## config.mk

```make
export PLATFORM = sky130hd
export DESIGN_NAME = seq_multiplier
export DESIGN_NICKNAME = d
export VERILOG_FILES = /design/src/rtl/seq_multiplier.sv
export SDC_FILE = /design/constraint.sdc
export NUM_CORES = 1
export LEC_CHECK = 0
export BUFFER_PORTS_ARGS = -buffer_cell sky130_fd_sc_hd__buf_2
export CAP_MARGIN = 5
export CORE_AREA = 2 2 51 53
export CTS_BUF_LIST = sky130_fd_sc_hd__clkbuf_8
export CTS_CLUSTER_SIZE = 28
export DETAILED_ROUTE_END_ITERATION = 10
export DIE_AREA = 0 0 53 55
export GPL_TIMING_DRIVEN = 0
export PLACE_DENSITY = 0.72
export RECOVER_POWER = 50
export SETUP_SLACK_MARGIN = 0.3
export SYNTH_ARGS = -nofsm -noshare
export SYNTH_HDL_FRONTEND = slang
export SYNTH_SLANG_ARGS = --single-unit
export TNS_END_PERCENT = 5
```

## constraint.sdc

```tcl
create_clock -name clk -period 1.73 [get_ports clk]
set_input_delay 0.0865 -clock clk [delete_from_list [all_inputs] [get_ports clk]]
set_output_delay 0.0865 -clock clk [all_outputs]
set_load 0.03 [all_outputs]
```

## src/rtl/seq_multiplier.sv

```systemverilog
// Sequential shift-add multiplier: one WIDTH-bit adder reused over WIDTH cycles, start/busy/done handshake.
// Define MULT_SIGNED_EN to compile in two's-complement support selected per operation by sgn.
module seq_multiplier #(
   parameter int WIDTH = 4
) (
   input  logic               clk,
   input  logic               rst,
   input  logic               start,
   input  logic               sgn,
   input  logic [WIDTH-1:0]   a,
   input  logic [WIDTH-1:0]   b,
   output logic               busy,
   output logic               done,
   output logic [2*WIDTH-1:0] p
);

   localparam int CW = (WIDTH > 1) ? $clog2(WIDTH) : 1;

   typedef enum logic [1:0] {IDLE, RUN, DONE} state_t;

   state_t               state_q, state_d;
   logic [WIDTH-1:0]     mcand_q, mcand_d;
   logic [2*WIDTH-1:0]   acc_q, acc_d;
   logic [CW-1:0]        cnt_q, cnt_d;
   logic [2*WIDTH-1:0]   p_q, p_d;

   logic                 accept;
   logic                 last_iter;
   logic [WIDTH:0]       sum;
   logic [2*WIDTH-1:0]   acc_shift;
   logic [2*WIDTH-1:0]   result;
   logic [WIDTH-1:0]     a_mag, b_mag;

`ifdef MULT_SIGNED_EN
   logic                 neg_q, neg_d;

   // Signed operands become magnitudes at capture; the sign is reapplied once at the end.
   always_comb begin
      a_mag  = (sgn && a[WIDTH-1]) ? WIDTH'(-a) : a;
      b_mag  = (sgn && b[WIDTH-1]) ? WIDTH'(-b) : b;
      neg_d  = accept ? (sgn && (a[WIDTH-1] ^ b[WIDTH-1])) : neg_q;
      result = neg_q ? (2*WIDTH)'(-acc_shift) : acc_shift;
   end

   always_ff @(posedge clk or posedge rst) begin
      if (rst) neg_q <= 1'b0;
      else     neg_q <= neg_d;
   end
`else
   wire unused_sgn = sgn;

   always_comb begin
      a_mag  = a;
      b_mag  = b;
      result = acc_shift;
   end
`endif

   // Multiplier lives in the low half of the accumulator so its LSB is always acc_q[0].
   always_comb begin
      sum       = {1'b0, acc_q[2*WIDTH-1:WIDTH]} + (acc_q[0] ? {1'b0, mcand_q} : {(WIDTH+1){1'b0}});
      acc_shift = {sum, acc_q[WIDTH-1:1]};
      accept    = start && (state_q != RUN);
      last_iter = (cnt_q == CW'(WIDTH-1));
   end

   always_ff @(posedge clk or posedge rst) begin
      if (rst) state_q <= IDLE;
      else     state_q <= state_d;
   end

   always_comb begin
      state_d = state_q;
      case (state_q)
         IDLE:    if (start) state_d = RUN;
         RUN:     if (last_iter) state_d = DONE;
         DONE:    state_d = start ? RUN : IDLE;
         default: state_d = IDLE;
      endcase
   end

   always_comb begin
      busy = (state_q == RUN);
      done = (state_q == DONE);
      p    = p_q;
   end

   always_comb begin
      mcand_d = mcand_q;
      acc_d   = acc_q;
      cnt_d   = cnt_q;
      p_d     = p_q;
      if (accept) begin
         mcand_d = a_mag;
         acc_d   = {{WIDTH{1'b0}}, b_mag};
         cnt_d   = '0;
      end else if (state_q == RUN) begin
         acc_d = acc_shift;
         cnt_d = cnt_q + CW'(1);
         if (last_iter) p_d = result;
      end
   end

   always_ff @(posedge clk or posedge rst) begin
      if (rst) begin
         mcand_q <= '0;
         acc_q   <= '0;
         cnt_q   <= '0;
         p_q     <= '0;
      end else begin
         mcand_q <= mcand_d;
         acc_q   <= acc_d;
         cnt_q   <= cnt_d;
         p_q     <= p_d;
      end
   end

endmodule

```

# Word level (Yosys, flattened, before mapping)
# Index checks and enable logic that the tools add are counted.
# W data, S select, Z words.
[classes]
shifts = 0
mul = 0
bitwise = 1
eq_ne = 6
n_div = 0
n_lt_le_gt_ge = 0
n_reduce_logical = 5
n_mux = 9
add_sub_neg = 2
[ops]
columns = ["operator", "count"]
rows = [
  ["$mux W8", 2],
  ["$mux W2", 4],
  ["$pmux W2 S3", 1],
  ["$add A4 B4 Y5", 1],
  ["$eq A2 B2 Y1 const B", 2],
  ["$mux W4", 1],
  ["$ne A2 B1 Y1 const B", 2],
  ["$reduce_and A3 Y1", 1],
  ["$add A2 B1 Y2 const B", 1],
  ["$eq A2 B1 Y1 const B", 1],
  ["$logic_not A2 Y1", 1],
  ["$ne A2 B2 Y1 const B", 1],
  ["$reduce_and A2 Y1", 1],
  ["$reduce_bool A2 Y1", 1],
  ["$logic_and A1 B1 Y1", 1],
  ["$mux W1", 1],
  ["$not A1 Y1", 1],
]
[totals]
inputBits = 12
mem_count = 0
output_inout_bits = 10
ramBits = 0
elab_cells = 28
ff_bits = 24
latchBits = 0
rom_bits = 0

# Depth between registers and ports, before layout
[logic_depth]
depth_word = 4
depth_mapped = 6
depth_no_buf = 6

# Worst setup path before layout
# No wires, ideal clock.
[synth_path]
path_kind = "reg-to-reg"
start = "register acc_q[0]"
end = "register p_q[7] (netlist: p[7])"
slack_ps = 107
t_required_ps = 1600
arrival_ps = 1493
n_path_buf = 0
path_stages_with_launch = 7
synth_period_minus_slack_ps = 1623
setup_ps = 130
path_cell_list = "dfrtp_1 -> and2_1 -> ha_1 -> fa_1 -> a21o_1 -> a21oi_1 -> o21ai_0"
[synth_via]
elab_chain_len = 2
[synth_lines]
columns = ["item", "line", "rtl"]
rows = [
  ["from (decl)", "23", "logic [2*WIDTH-1:0] acc_q, acc_d;"],
  ["from (signal assigned)", "107", "acc_q <= '0;"],
  ["from (signal assigned)", "112", "acc_q <= acc_d;"],
  ["$mux W4", "61", "sum = {1'b0, acc_q[2*WIDTH-1:WIDTH]} + (acc_q[0] ? {1'b0, mcand_q} : {(WIDTH+1){1'b0}});"],
  ["$add A4 B4 Y5", "61", ""],
  ["to (signal assigned)", "114", "p_q <= p_d;"],
  ["to (decl)", "25", "logic [2*WIDTH-1:0] p_q, p_d;"],
]
# No other way between the ends.
# A chain may end at the register's enable or synchronous reset.

# Final worst setup path
# Same ends and word-level chain as after synthesis.

==> flow_metrics.tcl <==
set metrics [dict create \
    maxCapViolCount 0 \
    grt.total_usage 0.147 \
    p_seq_frac 0.400 \
    cts-buffers-inserted 3 \
    power_frac_clock 0.163 \
    crit_end "p[7]" \
    grt_pass1_wl_um 3040 \
    initial_core_util 0.467 \
    die_w_um 53 \
    clkSinkCount 24 \
    netlist_area_um2 1100 \
    r2r.worst_path.cells 6 \
    end_kind "flop" \
    rsz0062_at_grt "yes" \
    cts_hold_buf 0 \
    wl_per_cell_um 12.4 \
    yosysWarnings 0 \
    start_kind "flop" \
    post-route-period-util 0.916 \
    n_antenna_cell 0 \
    gr-total-overflow 0 \
    power_switching_w 0.000918 \
    cts_tree "done" \
    io-pin-count 22 \
    drive_above_1_share 0.303 \
    rr_startpoint "acc_q[0]" \
    hold_violations 24 \
    ant_nets 0 \
    num-fill-cells 211 \
    power.density_nw_per_um2 1800 \
    min_path_type "primary input to asynchronous set/reset pin" \
    ctsRootBufferMaster "clkbuf_8" \
    clock_latency_ns 0.26 \
    crit_type "flop to flop" \
    tightest_slew_ns 0.865 \
    yosys.cell_types.count 22 \
    setup_tns_ns 0 \
    finalCoreUtilization 0.552 \
    multi_input_area_um2 480 \
    die_h_um 55 \
    setup_viol_count_final 0 \
    skew_ns 0.00143 \
    cp.required_ns 1.88 \
    synth.net_count 113 \
    clk_pin_slew_ns 0.08 \
    whs_ns -0.0144 \
    finalNetCount 138 \
    failed_checks "hold timing" \
    finalMaxSlewViolations 0 \
    fin_cells 149 \
    rows 18 \
    p_comb_frac 0.437 \
    cts_max_level 1 \
    ys_ff_latch 24 \
    drt_pass1_iterations 2 \
    core-area_um2 2360 \
    drcViolationCount 0 \
    drtIter0Drc 3 \
    crit_path_start "acc_q[0]" \
    wirelength_um 1860 \
    viasPerCell 5.09 \
    internal_power_w 0.00143 \
    outcome "finished, violations left" \
    leakage_nw 0.661 \
    clockBufferDepth 2 \
    regToRegEndpoint "p[7]" \
    syn_to_final_growth_pct 18.1 \
    die-area_um2 2920 \
    max_freq_mhz 631 \
    grt_pass1_vias 734 \
    cp_max_fo 4 \
    io_buffers 19 \
    antenna_found_initial 0 \
    relSlewSlack 0.422 \
    num_vias 758 \
    rrSetupSlack_ns 0.14 \
    synth_cells 95 \
    post-route-min-period_ns 1.59 \
    seq_area_um2 601 \
    arrival_ns 1.73 \
    dp.cells 144 \
    ys_seq_area_frac 0.544 \
    grt_max_degree 25 \
    irDropWorstVdd_uv 1010 \
    routabilityCongestion 0.724 \
    switching_share 0.391 \
    avgSynthCellArea_um2 11.6 \
]
## stage by stage
stage / instance area [µm²] / worst slack, ns / hold slack (ns) / power, W
floorplan: 1110 / 0.205 / 0.101 / 0.00170
global placement: 1250 / 0.121 / 0.307 / 0.00193
detailed placement: 1250 / 0.112 / 0.318 / 0.00197
CTS: 1310 / 0.142 / 0.0276 / 0.00237
global route: 1310 / 0.0515 / 0.0560 / 0.00252
finish: 1310 / 0.144 / -0.0144 / 0.00235
## power groups by stage
stage / logic [W] / clock network, W / registers [W]
after global placement: 0.000994 / 0 / 0.000938
after global routing: 0.00114 / 0.000405 / 0.000974
after CTS: 0.00105 / 0.000383 / 0.000940
final: 0.00103 / 0.000382 / 0.000941
after detailed placement: 0.00102 / 0 / 0.000954
after floorplan: 0.000627 / 0 / 0.00108
## registers in the layout, indices dropped and copies added (netlist names)
signal   count
p            8
acc_q        8
state_q      2
cnt_q        2
mcand_q      4
## synthesized netlist by cell type
| master | number | area share |
|---|---|---|
| nand3b_1 | 1 | 0.0068 |
| and3b_1 | 1 | 0.0079 |
| ha_1 | 5 | 0.057 |
| nand2_1 | 12 | 0.041 |
| buf_2 | 4 | 0.018 |
| a21o_1 | 1 | 0.0068 |
| dfrtp_1 | 24 | 0.54 |
| nand2b_1 | 1 | 0.0057 |
| a21oi_1 | 2 | 0.0091 |
| o22ai_1 | 1 | 0.0057 |
| mux2_4 | 3 | 0.041 |
| xnor2_1 | 1 | 0.0079 |
| o31ai_1 | 2 | 0.014 |
| fa_1 | 1 | 0.018 |
| a21boi_0 | 1 | 0.0068 |
| nand3_1 | 7 | 0.032 |
| and2_1 | 4 | 0.023 |
| inv_1 | 4 | 0.014 |
| mux2i_1 | 4 | 0.036 |
| o21ai_0 | 9 | 0.041 |
| mux2_2 | 6 | 0.061 |
| nor2b_1 | 1 | 0.0057 |
## layout by cell type (no fill, tap or decap), types with 4 or more instances in the layout
cell,n
dfrtp_1,24
clkbuf_1,5
o21ai_0,9
buf_2,18
clkbuf_8,4
inv_1,4
mux2_2,6
nand3_1,7
nand2_1,12
ha_1,4
mux2i_1,4
## cell families (layout without fill, tap and decap cells)
logic type / after synthesis / count (layout) / share of synthesized area
AOI/OAI and AO/OA: 16 / 16 / 0.0827
xor gates and xnor gates: 1 / 1 / 0.00793
adders and majority gates: 6 / 6 / 0.0747
buffers and inverters: 8 / 32 / 0.0317
DFF: 24 / 24 / 0.544
muxes: 13 / 13 / 0.138
and+or+nand+nor: 27 / 27 / 0.121
## worst min-delay path by stage
stage	startpoint	endpoint	slack [ns]	cells after the start
2_1_floorplan	rst	acc_q[0]	0.10	1
3_3_place_gp	rst	mcand_q[3]	0.31	2
3_5_place_dp	rst	mcand_q[3]	0.32	2
4_1_cts	rst	mcand_q[3]	0.03	2
5_1_grt	a[0]	mcand_q[0]	0.06	2
6_report	rst	mcand_q[1]	-0.01	2
## metal layers
layer | GRT usage | vias to the layer above | routed length, µm
met1 | 0.174 | 367 | 871
met4 | 0.0641 | 0 | 29
met5 | 0 | - | 0
li1 | - | 375 | -
met2 | 0.263 | 12 | 890
met3 | 0.0242 | 4 | 63
## area by class of cell
| type | instances | share of cell area |
|---|---|---|
| sequential | 24 | 0.460 |
| multi-input combinational | 63 | 0.368 |
| timing repair buffer | 20 | 0.0738 |
| clock buffer | 4 | 0.0422 |
| tap | 30 | 0.0288 |
| buffer | 4 | 0.0153 |
| inverter | 4 | 0.0115 |
## critical path, cell delays in order, from the launching register on
cell	delay (ns)
dfrtp_1	0.41
and2_1	0.15
ha_2	0.18
fa_2	0.35
a21o_1	0.17
a21oi_2	0.12
o21ai_0	0.08
## timing repair
action                     CTS  global route
gates resized for setup      1             0
pin swaps                    1             0
setup endpoints to repair   12            12
setup buffers                1             0
No activity file was read; power rests on OpenSTA's default activity.
